### config.mk
export PLATFORM = sky130hd
export DESIGN_NAME = prot_cfg_axil_slave
export DESIGN_NICKNAME = d
export VERILOG_FILES = /design/src/rtl/prot_cfg_pkg.sv /design/src/rtl/prot_cfg_regfile.sv /design/src/rtl/prot_cfg_axil_slave.sv
export SDC_FILE = /design/constraint.sdc
export NUM_CORES = 1
export LEC_CHECK = 0
export BUFFER_PORTS_ARGS = -buffer_cell sky130_fd_sc_hd__buf_2
export CORE_AREA = 3 3 248 250
export DETAILED_ROUTE_END_ITERATION = 8
export DIE_AREA = 0 0 251 253
export PLACE_DENSITY = 0.61
export REMOVE_ABC_BUFFERS = 1
export SYNTH_ARGS = -nofsm -noshare
export SYNTH_HDL_FRONTEND = slang
export SYNTH_HIERARCHICAL = 1
export SYNTH_SLANG_ARGS = --single-unit
### constraint.sdc
create_clock -name ACLK -period 33.5 [get_ports ACLK]
set_input_delay 6.7 -clock ACLK [delete_from_list [all_inputs] [get_ports ACLK]]
set_output_delay 6.7 -clock ACLK [all_outputs]
set_load 0.01 [all_outputs]
### src/rtl/prot_cfg_pkg.sv
// rtl/prot_cfg_pkg.sv - response codes, field map and helpers for the region config slave
// Optional lock word location LOCK_OFFSET is only decoded when PROT_CFG_LOCK_EN is defined.
package prot_cfg_pkg;

  localparam logic [1:0] RESP_OKAY   = 2'b00;
  localparam logic [1:0] RESP_SLVERR = 2'b10;
  localparam logic [1:0] RESP_DECERR = 2'b11;

  typedef enum logic [1:0] {
    FLD_BASE  = 2'd0,
    FLD_LIMIT = 2'd1,
    FLD_PERM  = 2'd2,
    FLD_TAG   = 2'd3
  } fld_e;

  localparam int PERM_RD_BIT = 0;
  localparam int PERM_WR_BIT = 1;

  localparam logic [31:0] LOCK_OFFSET = 32'h0000_0100;

  function automatic logic [31:0] apply_wstrb(input logic [31:0] old_v,
                                              input logic [31:0] new_v,
                                              input logic [3:0]  strb);
    logic [31:0] r;
    r = old_v;
    for (int b = 0; b < 4; b++) begin
      if (strb[b]) r[8*b +: 8] = new_v[8*b +: 8];
    end
    return r;
  endfunction

endpackage

### src/rtl/prot_cfg_regfile.sv
// rtl/prot_cfg_regfile.sv - per-region BASE/LIMIT/PERM/TAG storage with byte-strobed write
// One write port (merged with the current word) and one combinational read port.
module prot_cfg_regfile
  import prot_cfg_pkg::*;
#(
  parameter int N_REGIONS = 4,
  parameter int RIDX_W    = (N_REGIONS > 1) ? $clog2(N_REGIONS) : 1
) (
  input  logic                    clk,
  input  logic                    rst,
  input  logic                    we_i,
  input  logic [RIDX_W-1:0]       wr_region_i,
  input  fld_e                    wr_field_i,
  input  logic [31:0]             wdata_i,
  input  logic [3:0]              wstrb_i,
  input  logic [RIDX_W-1:0]       rd_region_i,
  input  fld_e                    rd_field_i,
  output logic [31:0]             rd_data_o,
  output logic [32*N_REGIONS-1:0] region_base_o,
  output logic [32*N_REGIONS-1:0] region_limit_o,
  output logic [2*N_REGIONS-1:0]  region_perm_o
);

  logic [31:0] base_q  [N_REGIONS];
  logic [31:0] limit_q [N_REGIONS];
  logic [1:0]  perm_q  [N_REGIONS];
  logic [31:0] tag_q   [N_REGIONS];
  logic [31:0] wr_old;
  logic [31:0] wr_new;

  function automatic logic [31:0] word_at(input logic [RIDX_W-1:0] r, input fld_e f);
    logic [31:0] v;
    v = 32'h0;
    if (int'(r) < N_REGIONS) begin
      case (f)
        FLD_BASE:  v = base_q[r];
        FLD_LIMIT: v = limit_q[r];
        FLD_PERM:  v = {30'h0, perm_q[r]};
        default:   v = tag_q[r];
      endcase
    end
    return v;
  endfunction

  always_comb begin
    wr_old = word_at(wr_region_i, wr_field_i);
    wr_new = apply_wstrb(wr_old, wdata_i, wstrb_i);
  end

  assign rd_data_o = word_at(rd_region_i, rd_field_i);

  always_ff @(posedge clk or posedge rst) begin
    if (rst) begin
      for (int r = 0; r < N_REGIONS; r++) begin
        base_q[r]  <= '0;
        limit_q[r] <= '0;
        perm_q[r]  <= '0;
        tag_q[r]   <= '0;
      end
    end else if (we_i) begin
      case (wr_field_i)
        FLD_BASE:  base_q[wr_region_i]  <= wr_new;
        FLD_LIMIT: limit_q[wr_region_i] <= wr_new;
        FLD_PERM:  perm_q[wr_region_i]  <= wr_new[1:0];
        default:   tag_q[wr_region_i]   <= wr_new;
      endcase
    end
  end

  always_comb begin
    region_base_o  = '0;
    region_limit_o = '0;
    region_perm_o  = '0;
    for (int r = 0; r < N_REGIONS; r++) begin
      region_base_o[32*r +: 32]             = base_q[r];
      region_limit_o[32*r +: 32]            = limit_q[r];
      region_perm_o[2*r + PERM_RD_BIT]      = perm_q[r][PERM_RD_BIT];
      region_perm_o[2*r + PERM_WR_BIT]      = perm_q[r][PERM_WR_BIT];
    end
  end

endmodule

### src/rtl/prot_cfg_axil_slave.sv
// rtl/prot_cfg_axil_slave.sv - AXI4-Lite responder for protection region configuration
// Define PROT_CFG_LOCK_EN to add the set-only LOCK word at byte offset 0x100.
module prot_cfg_axil_slave
  import prot_cfg_pkg::*;
#(
  parameter int N_REGIONS = 4,
  parameter int ADDR_W    = 8,
  parameter int DATA_W    = 32
) (
  input  logic                    ACLK,
  input  logic                    ARESET,
  input  logic [ADDR_W-1:0]       S_AWADDR,
  input  logic [2:0]              S_AWPROT,
  input  logic                    S_AWVALID,
  output logic                    S_AWREADY,
  input  logic [DATA_W-1:0]       S_WDATA,
  input  logic [3:0]              S_WSTRB,
  input  logic                    S_WVALID,
  output logic                    S_WREADY,
  output logic [1:0]              S_BRESP,
  output logic                    S_BVALID,
  input  logic                    S_BREADY,
  input  logic [ADDR_W-1:0]       S_ARADDR,
  input  logic [2:0]              S_ARPROT,
  input  logic                    S_ARVALID,
  output logic                    S_ARREADY,
  output logic [DATA_W-1:0]       S_RDATA,
  output logic [1:0]              S_RRESP,
  output logic                    S_RVALID,
  input  logic                    S_RREADY,
  output logic [32*N_REGIONS-1:0] REGION_BASE,
  output logic [32*N_REGIONS-1:0] REGION_LIMIT,
  output logic [2*N_REGIONS-1:0]  REGION_PERM,
  output logic                    CFG_UPDATE
);

  localparam int RIDX_W = (N_REGIONS > 1) ? $clog2(N_REGIONS) : 1;

  logic              aw_held_q, w_held_q, bvalid_q, rvalid_q, cfg_update_q;
  logic [ADDR_W-3:0] aw_idx_q;
  logic [31:0]       w_data_q, rdata_q, rdata_d, rf_rd_data;
  logic [3:0]        w_strb_q;
  logic [1:0]        bresp_q, rresp_q, rresp_d, wr_resp;
  logic [ADDR_W-3:0] ar_idx;
  logic              commit, reg_we;
  logic              unused_ok;

  // Word index -> region is idx>>2; anything past the last region decodes as DECERR.
  function automatic logic in_range(input logic [ADDR_W-3:0] idx);
    return 32'(idx[ADDR_W-3:2]) < N_REGIONS;
  endfunction

`ifdef PROT_CFG_LOCK_EN
  logic lock_q, lock_set;

  function automatic logic is_lock(input logic [ADDR_W-3:0] idx);
    return 32'(idx) == (LOCK_OFFSET >> 2);
  endfunction

  always_ff @(posedge ACLK or posedge ARESET) begin
    if (ARESET)        lock_q <= 1'b0;
    else if (lock_set) lock_q <= 1'b1;
  end
`endif

  assign unused_ok = ^{S_AWPROT, S_ARPROT, S_AWADDR[1:0], S_ARADDR[1:0]};
  assign ar_idx    = S_ARADDR[ADDR_W-1:2];
  assign commit    = aw_held_q && w_held_q;

  assign S_AWREADY  = !ARESET && !aw_held_q && !bvalid_q;
  assign S_WREADY   = !ARESET && !w_held_q && !bvalid_q;
  assign S_ARREADY  = !ARESET && !rvalid_q;
  assign S_BVALID   = bvalid_q;
  assign S_BRESP    = bresp_q;
  assign S_RVALID   = rvalid_q;
  assign S_RDATA    = rdata_q;
  assign S_RRESP    = rresp_q;
  assign CFG_UPDATE = cfg_update_q;

  always_comb begin
    wr_resp = RESP_DECERR;
    reg_we  = 1'b0;
`ifdef PROT_CFG_LOCK_EN
    lock_set = 1'b0;
    if (in_range(aw_idx_q)) begin
      if (lock_q) begin
        wr_resp = RESP_SLVERR;
      end else begin
        wr_resp = RESP_OKAY;
        reg_we  = commit;
      end
    end else if (is_lock(aw_idx_q)) begin
      wr_resp  = RESP_OKAY;
      lock_set = commit && w_strb_q[0] && w_data_q[0];
    end
`else
    if (in_range(aw_idx_q)) begin
      wr_resp = RESP_OKAY;
      reg_we  = commit;
    end
`endif
  end

  always_comb begin
    rdata_d = 32'h0;
    rresp_d = RESP_DECERR;
    if (in_range(ar_idx)) begin
      rdata_d = rf_rd_data;
      rresp_d = RESP_OKAY;
    end
`ifdef PROT_CFG_LOCK_EN
    else if (is_lock(ar_idx)) begin
      rdata_d = {31'h0, lock_q};
      rresp_d = RESP_OKAY;
    end
`endif
  end

  // AW and W park independently; the write retires on the edge after both are parked.
  always_ff @(posedge ACLK or posedge ARESET) begin
    if (ARESET) begin
      aw_held_q    <= 1'b0;
      w_held_q     <= 1'b0;
      aw_idx_q     <= '0;
      w_data_q     <= '0;
      w_strb_q     <= '0;
      bvalid_q     <= 1'b0;
      bresp_q      <= RESP_OKAY;
      cfg_update_q <= 1'b0;
    end else begin
      cfg_update_q <= 1'b0;
      if (S_AWVALID && S_AWREADY) begin
        aw_held_q <= 1'b1;
        aw_idx_q  <= S_AWADDR[ADDR_W-1:2];
      end
      if (S_WVALID && S_WREADY) begin
        w_held_q <= 1'b1;
        w_data_q <= S_WDATA[31:0];
        w_strb_q <= S_WSTRB;
      end
      if (commit) begin
        aw_held_q    <= 1'b0;
        w_held_q     <= 1'b0;
        bvalid_q     <= 1'b1;
        bresp_q      <= wr_resp;
        cfg_update_q <= (wr_resp == RESP_OKAY);
      end else if (bvalid_q && S_BREADY) begin
        bvalid_q <= 1'b0;
      end
    end
  end

  always_ff @(posedge ACLK or posedge ARESET) begin
    if (ARESET) begin
      rvalid_q <= 1'b0;
      rdata_q  <= '0;
      rresp_q  <= RESP_OKAY;
    end else if (S_ARVALID && S_ARREADY) begin
      rvalid_q <= 1'b1;
      rdata_q  <= rdata_d;
      rresp_q  <= rresp_d;
    end else if (rvalid_q && S_RREADY) begin
      rvalid_q <= 1'b0;
    end
  end

  prot_cfg_regfile #(
    .N_REGIONS (N_REGIONS),
    .RIDX_W    (RIDX_W)
  ) u_regfile (
    .clk            (ACLK),
    .rst            (ARESET),
    .we_i           (reg_we),
    .wr_region_i    (aw_idx_q[RIDX_W+1:2]),
    .wr_field_i     (fld_e'(aw_idx_q[1:0])),
    .wdata_i        (w_data_q),
    .wstrb_i        (w_strb_q),
    .rd_region_i    (ar_idx[RIDX_W+1:2]),
    .rd_field_i     (fld_e'(ar_idx[1:0])),
    .rd_data_o      (rf_rd_data),
    .region_base_o  (REGION_BASE),
    .region_limit_o (REGION_LIMIT),
    .region_perm_o  (REGION_PERM)
  );

endmodule

* After elaboration in Yosys (flattened, before gate mapping) *
Cells that the tools add are included.
Widths: inputs -> output; s select.

word-level totals
  flip-flop bits (word level) = 475
  input bits = 65
  output and inout port bits = 306
  logic and storage cells = 119

cells by class
  order comparisons = 5
  eq/ne operators = 4
  multiplexer cells = 51
  bitwise gates (word level) = 3
  reduce and logical (&&, ||, !) cells = 29

operator list
  operator            number
  $mux 32             14
  $bmux 32 s2         6
  $bwmux 128          3
  $pmux 32 s3         2
  $demux 32 s2        1
  $mux 8              4
  $mux 2              7
  $logic_and 1x1->1   12
  $mux 1              10
  $bmux 2 s2          2
  $bwmux 8            1
  $lt 4x3->1 const B  2
  $reduce_and 2->1    4
  $reduce_bool 2->1   4
  $ge 3x3->1 const B  2
  $logic_not 2->1     3
  $not 2->3           2
  $logic_not 1->1     5
  $demux 2 s2         1
  $eq 2x1->1 const B  2
  $eq 2x2->1 const B  2
  $lt 3x1->1 const B  1
  $reduce_or 3->1     1
  $not 1->1           1

* Longest topological paths before layout *
  depth after elaboration = 7
  gate-level depth with buffers = 8
  mapped depth without buffers = 5

* By module *
Netlist, hierarchy kept.

by module, submodules not included
  module               instances  cells each  area an instance (sq um)  seq. area each (sq um)
  prot_cfg_regfile     1          1827        20729.9                   9809.4
  prot_cfg_axil_slave  1          226         3524.6                    2026.9

* Worst setup path before layout *
Ideal clock, no wire load.

  kind = input to output
  from = in ARESET
  to = out S_AWREADY
  arrival = 7.133 ns
  required time = 26.800 ns
  slack = 19.667 ns
  stages on the path = 2
  path buffers = 1
  path through = buf_6 -> nor3_1

between the ends
  word-level cells in the longest chain between the ends = 3

RTL lines
  item                              line                       text
  start, declared                   prot_cfg_axil_slave.sv:11  input logic ARESET,
  $logic_not 1->1 (no source line)  -
  $logic_and 1x1->1 (2 in series)   prot_cfg_axil_slave.sv:70  assign S_AWREADY = !ARESET && !aw_held_q && !bvalid_q;
  end, declared                     prot_cfg_axil_slave.sv:15  output logic S_AWREADY,

No other way between the ends.

* Worst setup path in the final report *
  from = in ARESET
  to = out S_WREADY

between the ends
  word-level cells in the longest chain between the ends = 3

RTL lines
  item                              line                       text
  $logic_not 1->1 (no source line)  -
  $logic_and 1x1->1 (2 in series)   prot_cfg_axil_slave.sv:71  assign S_WREADY = !ARESET && !w_held_q && !bvalid_q;
  end, declared                     prot_cfg_axil_slave.sv:19  output logic S_WREADY,

No other way between the ends.

==> summary.txt <==
Outcome
  • Outcome: finished, final reports clean

Drt
  • Post-route ant nets: 0
  • DR pass1 iterations: 6
  • Final WL: 79180 um
  • Iteration-0 DRC Markers: ~1600
  • Vias per inst: ~6
  • Routed len/inst: about 25 um
  • # DRC: 0
  • Routed vias: ~19000

Worst setup path
  • Worst path required time: 26800 ps
  • Top cell by count, worst path: buf_2
  • Largest delay share family, worst path: buffers and inverters
  • Buf/Inv on CP: 2
  • Critical path endpoint category: output pin
  • Slowest cell on crit path: nor3_1
  • Worst path cell trace: buf_2 -> nor3_1 -> buf_2
  • CP max FO: 8
  • Crit path kind: input pin to output pin
  • Worst path max stage delay: between 200 and 250 ps
  • Startpoint Class: input pin
  • Critical path arrival: 7290 ps

Timing
  • Final hold vios: 0
  • Worst Tran Pin Value: around 1300 ps
  • Crit path time final: 13990 ps
  • Crit share post-route: 41.75%
  • Relative slew margins: between 10% and 20%
  • Fmax: 71.50 MHz
  • RSZ-0062 raised after global routing: false
  • Final clock skew: 19.57 ps
  • Setup TNS: 0 ps
  • Final Max Tran Viols: 0
  • # setup viols final: 0

Yosys
  • Yosys warnings: 6
  • Most used DFF post-synth: dfrtp_1
  • #FFs+latches synth: 473
  • Synth top area share: 48.80%
  • Synthesized instance count: 2053
  • Largest cells by area after synthesis: dfrtp_1, mux4_2, a21oi_1
  • Mapped cell area: between 20000 and 25000 um2
  • Ys async rst share: 100.0%
  • Sequential fraction of the synthesis area: about half
  • Post-synth EDFFs: 0
  • Synth area leader: dfrtp_1
  • Distinct cells, synth: between 40 and 50
  • Post-Syn Area per Cell: 11.81 um2

Global routing
  • Largest net degree at the start of global routing: 94
  • First-pass GRT wire length: 119300 um
  • GRT Resource Usage Total: 24.77%
  • Antenna violations before repair: 0
  • Vias in the first global route: 18595
  • Remaining Overflow, GRT: 0

Placed design
  • Detail Placement HPWL: about 49000 um
  • Routability cong.: 0.7783
  • IO Port Bufs: 360

Clocking
  • Setup Fix Bufs, Post-CTS: 0
  • Root buffer cell: clkbuf_16
  • TritonCTS Buffers: 54
  • Maximum clock insertion buffer count: 3
  • Worst-Skew Late Latency: 600 ps
  • Post-CTS sizing: 0
  • CTS clock-pin slew for the worst setup and hold paths: 60 ps
  • Hold-fix buffers, CTS: 0
  • CTS tree: done
  • CTS sink cnt: 473
  • H-tree depth: 2

Floorplanning
  • Height of the die: around 250 um
  • Num ports: approximately 370
  • Row count: 89
  • Core Area: 59240 um2
  • Starting density of the core: 40.94%
  • Die width: roughly 250 um
  • Die Area: 63500 um2

Power and ir drop
  • VDD IR max: approximately 0.000046 V
  • Leakage: 13.69 nW
  • PD cells: approximately 83 nW/um2
  • Tot Pwr: ~2.4 mW

Final layout
  • Area Overhead vs Synth: 16.46%
  • Fillers: 5417
  • # diodes: 0
  • Fin nets: 2396
  • Most frequent cells in the layout: dfrtp_1, buf_2, nor2_1
  • Layout cell share with drive strength beyond 1: 34.91%
  • Most common cell after layout, fill and taps aside: dfrtp_1

Min path
  • Worst hold path type: flop to flop

Run
  • Max-cap violations: 0
-- cells by family after synthesis --
logic type             after synthesis  share of synthesized area [%]
and+or+nand+nor                    519                          9.440
buffers and inverters              180                          3.884
DFF                                473                          48.80
muxes                              356                          24.13
AOI/OAI and AO/OA                  525                          13.75
-- power breakdown --
part           switching (mW)  internal [mW]  leakage (nW)  total (mW)
clock network           0.243          0.343         0.868       0.586
logic                   0.501          0.385          6.41       0.887
registers               0.168          0.717          6.40       0.885
-- layer usage --
layer	vias to the layer above	GRT usage [%]	part of all wire, %	wire length, um
li1	8069	-	-	-
met1	9520	33.67	41	32540
met2	784	40.38	48	38220
met3	138	4.930	7.8	6168
met4	0	7.724	2.8	2256
met5	-	0	0	0
-- worst reg2reg max path, delay by kind of cell (launching register included) --
kind,cells,cell delay (ps)
buffers and inverters,1,770
AND/OR/NAND/NOR,1,1010
AO/OA/AOI/OAI,3,1080
flip-flops,1,820
-- path summary, 6_finish.rpt --
path,start,endpoint,slack (ps),depth (start not counted)
setup / recovery,ARESET,S_WREADY,19510,3
hold reg to reg,S_RDATA[26],S_RDATA[26],500,1
max in group asynchronous,ARESET,u_regfile/tag_q[84],24640,4
hold / removal,S_RDATA[26],S_RDATA[26],500,1
setup reg to reg,aw_idx_q[3],u_regfile/region_base_o[1],29670,5
min in group asynchronous,ARESET,w_held_q,6250,2
-- Yosys cell counts (all sizes together) (2+ instances only) --
library cell	count
nand2	147
nor2	270
o22ai	4
nor2b	5
nor4b	2
nor3	6
mux2	93
clkbuf	69
buf	105
nand3	31
o31ai	16
dfrtp	473
and2	13
mux2i	99
a21o	2
a21oi	269
a22oi	66
inv	6
and3b	3
o21ai	151
nor3b	35
a31oi	12
nand2b	2
mux4	164
-- layout make-up --
cell class	instances	area, um2	share of cell area [%]
multi-input combinational	1400	11580	40.99
timing repair buffer	396	2086	7.384
tap	773	967.2	3.424
inverter	6	32.53	0.1152
clock buffer	80	1550	5.488
sequential	473	11850	41.93
clock inverter	20	188.9	0.6689
-- through the flow --
| stage | util, % | worst slack, ps | area (um2) | std cells | hold slack [ps] |
|---|---|---|---|---|---|
| after CTS | 47.68 | 19510 | 28250 | 3148 | 503.6 |
| final | 47.68 | 19510 | 28250 | 3148 | 500.7 |
| after detailed placement | 44.75 | 19520 | 26510 | 3048 | 488.5 |
| after global routing | 47.68 | 19460 | 28250 | 3148 | 518.6 |
| after global placement | 44.75 | 19510 | 26510 | 3048 | 485.1 |
| after floorplan | - | 15900 | 23330 | 1879 | 472.1 |
-- state kept, by name, summed over array words and instances, names as in the netlist --
| signal | count |
|---|---|
| u_regfile/region_limit_o | 128 |
| S_BVALID | 1 |
| u_regfile/region_perm_o | 8 |
| w_data_q | 32 |
| S_RVALID | 1 |
| aw_held_q | 1 |
| w_strb_q | 4 |
| u_regfile/tag_q | 128 |
| w_held_q | 1 |
| S_BRESP | 1 |
| CFG_UPDATE | 1 |
| S_RDATA | 32 |
| S_RRESP | 1 |
| aw_idx_q | 6 |
| u_regfile/region_base_o | 128 |
(Power assumes the default switching activity.)
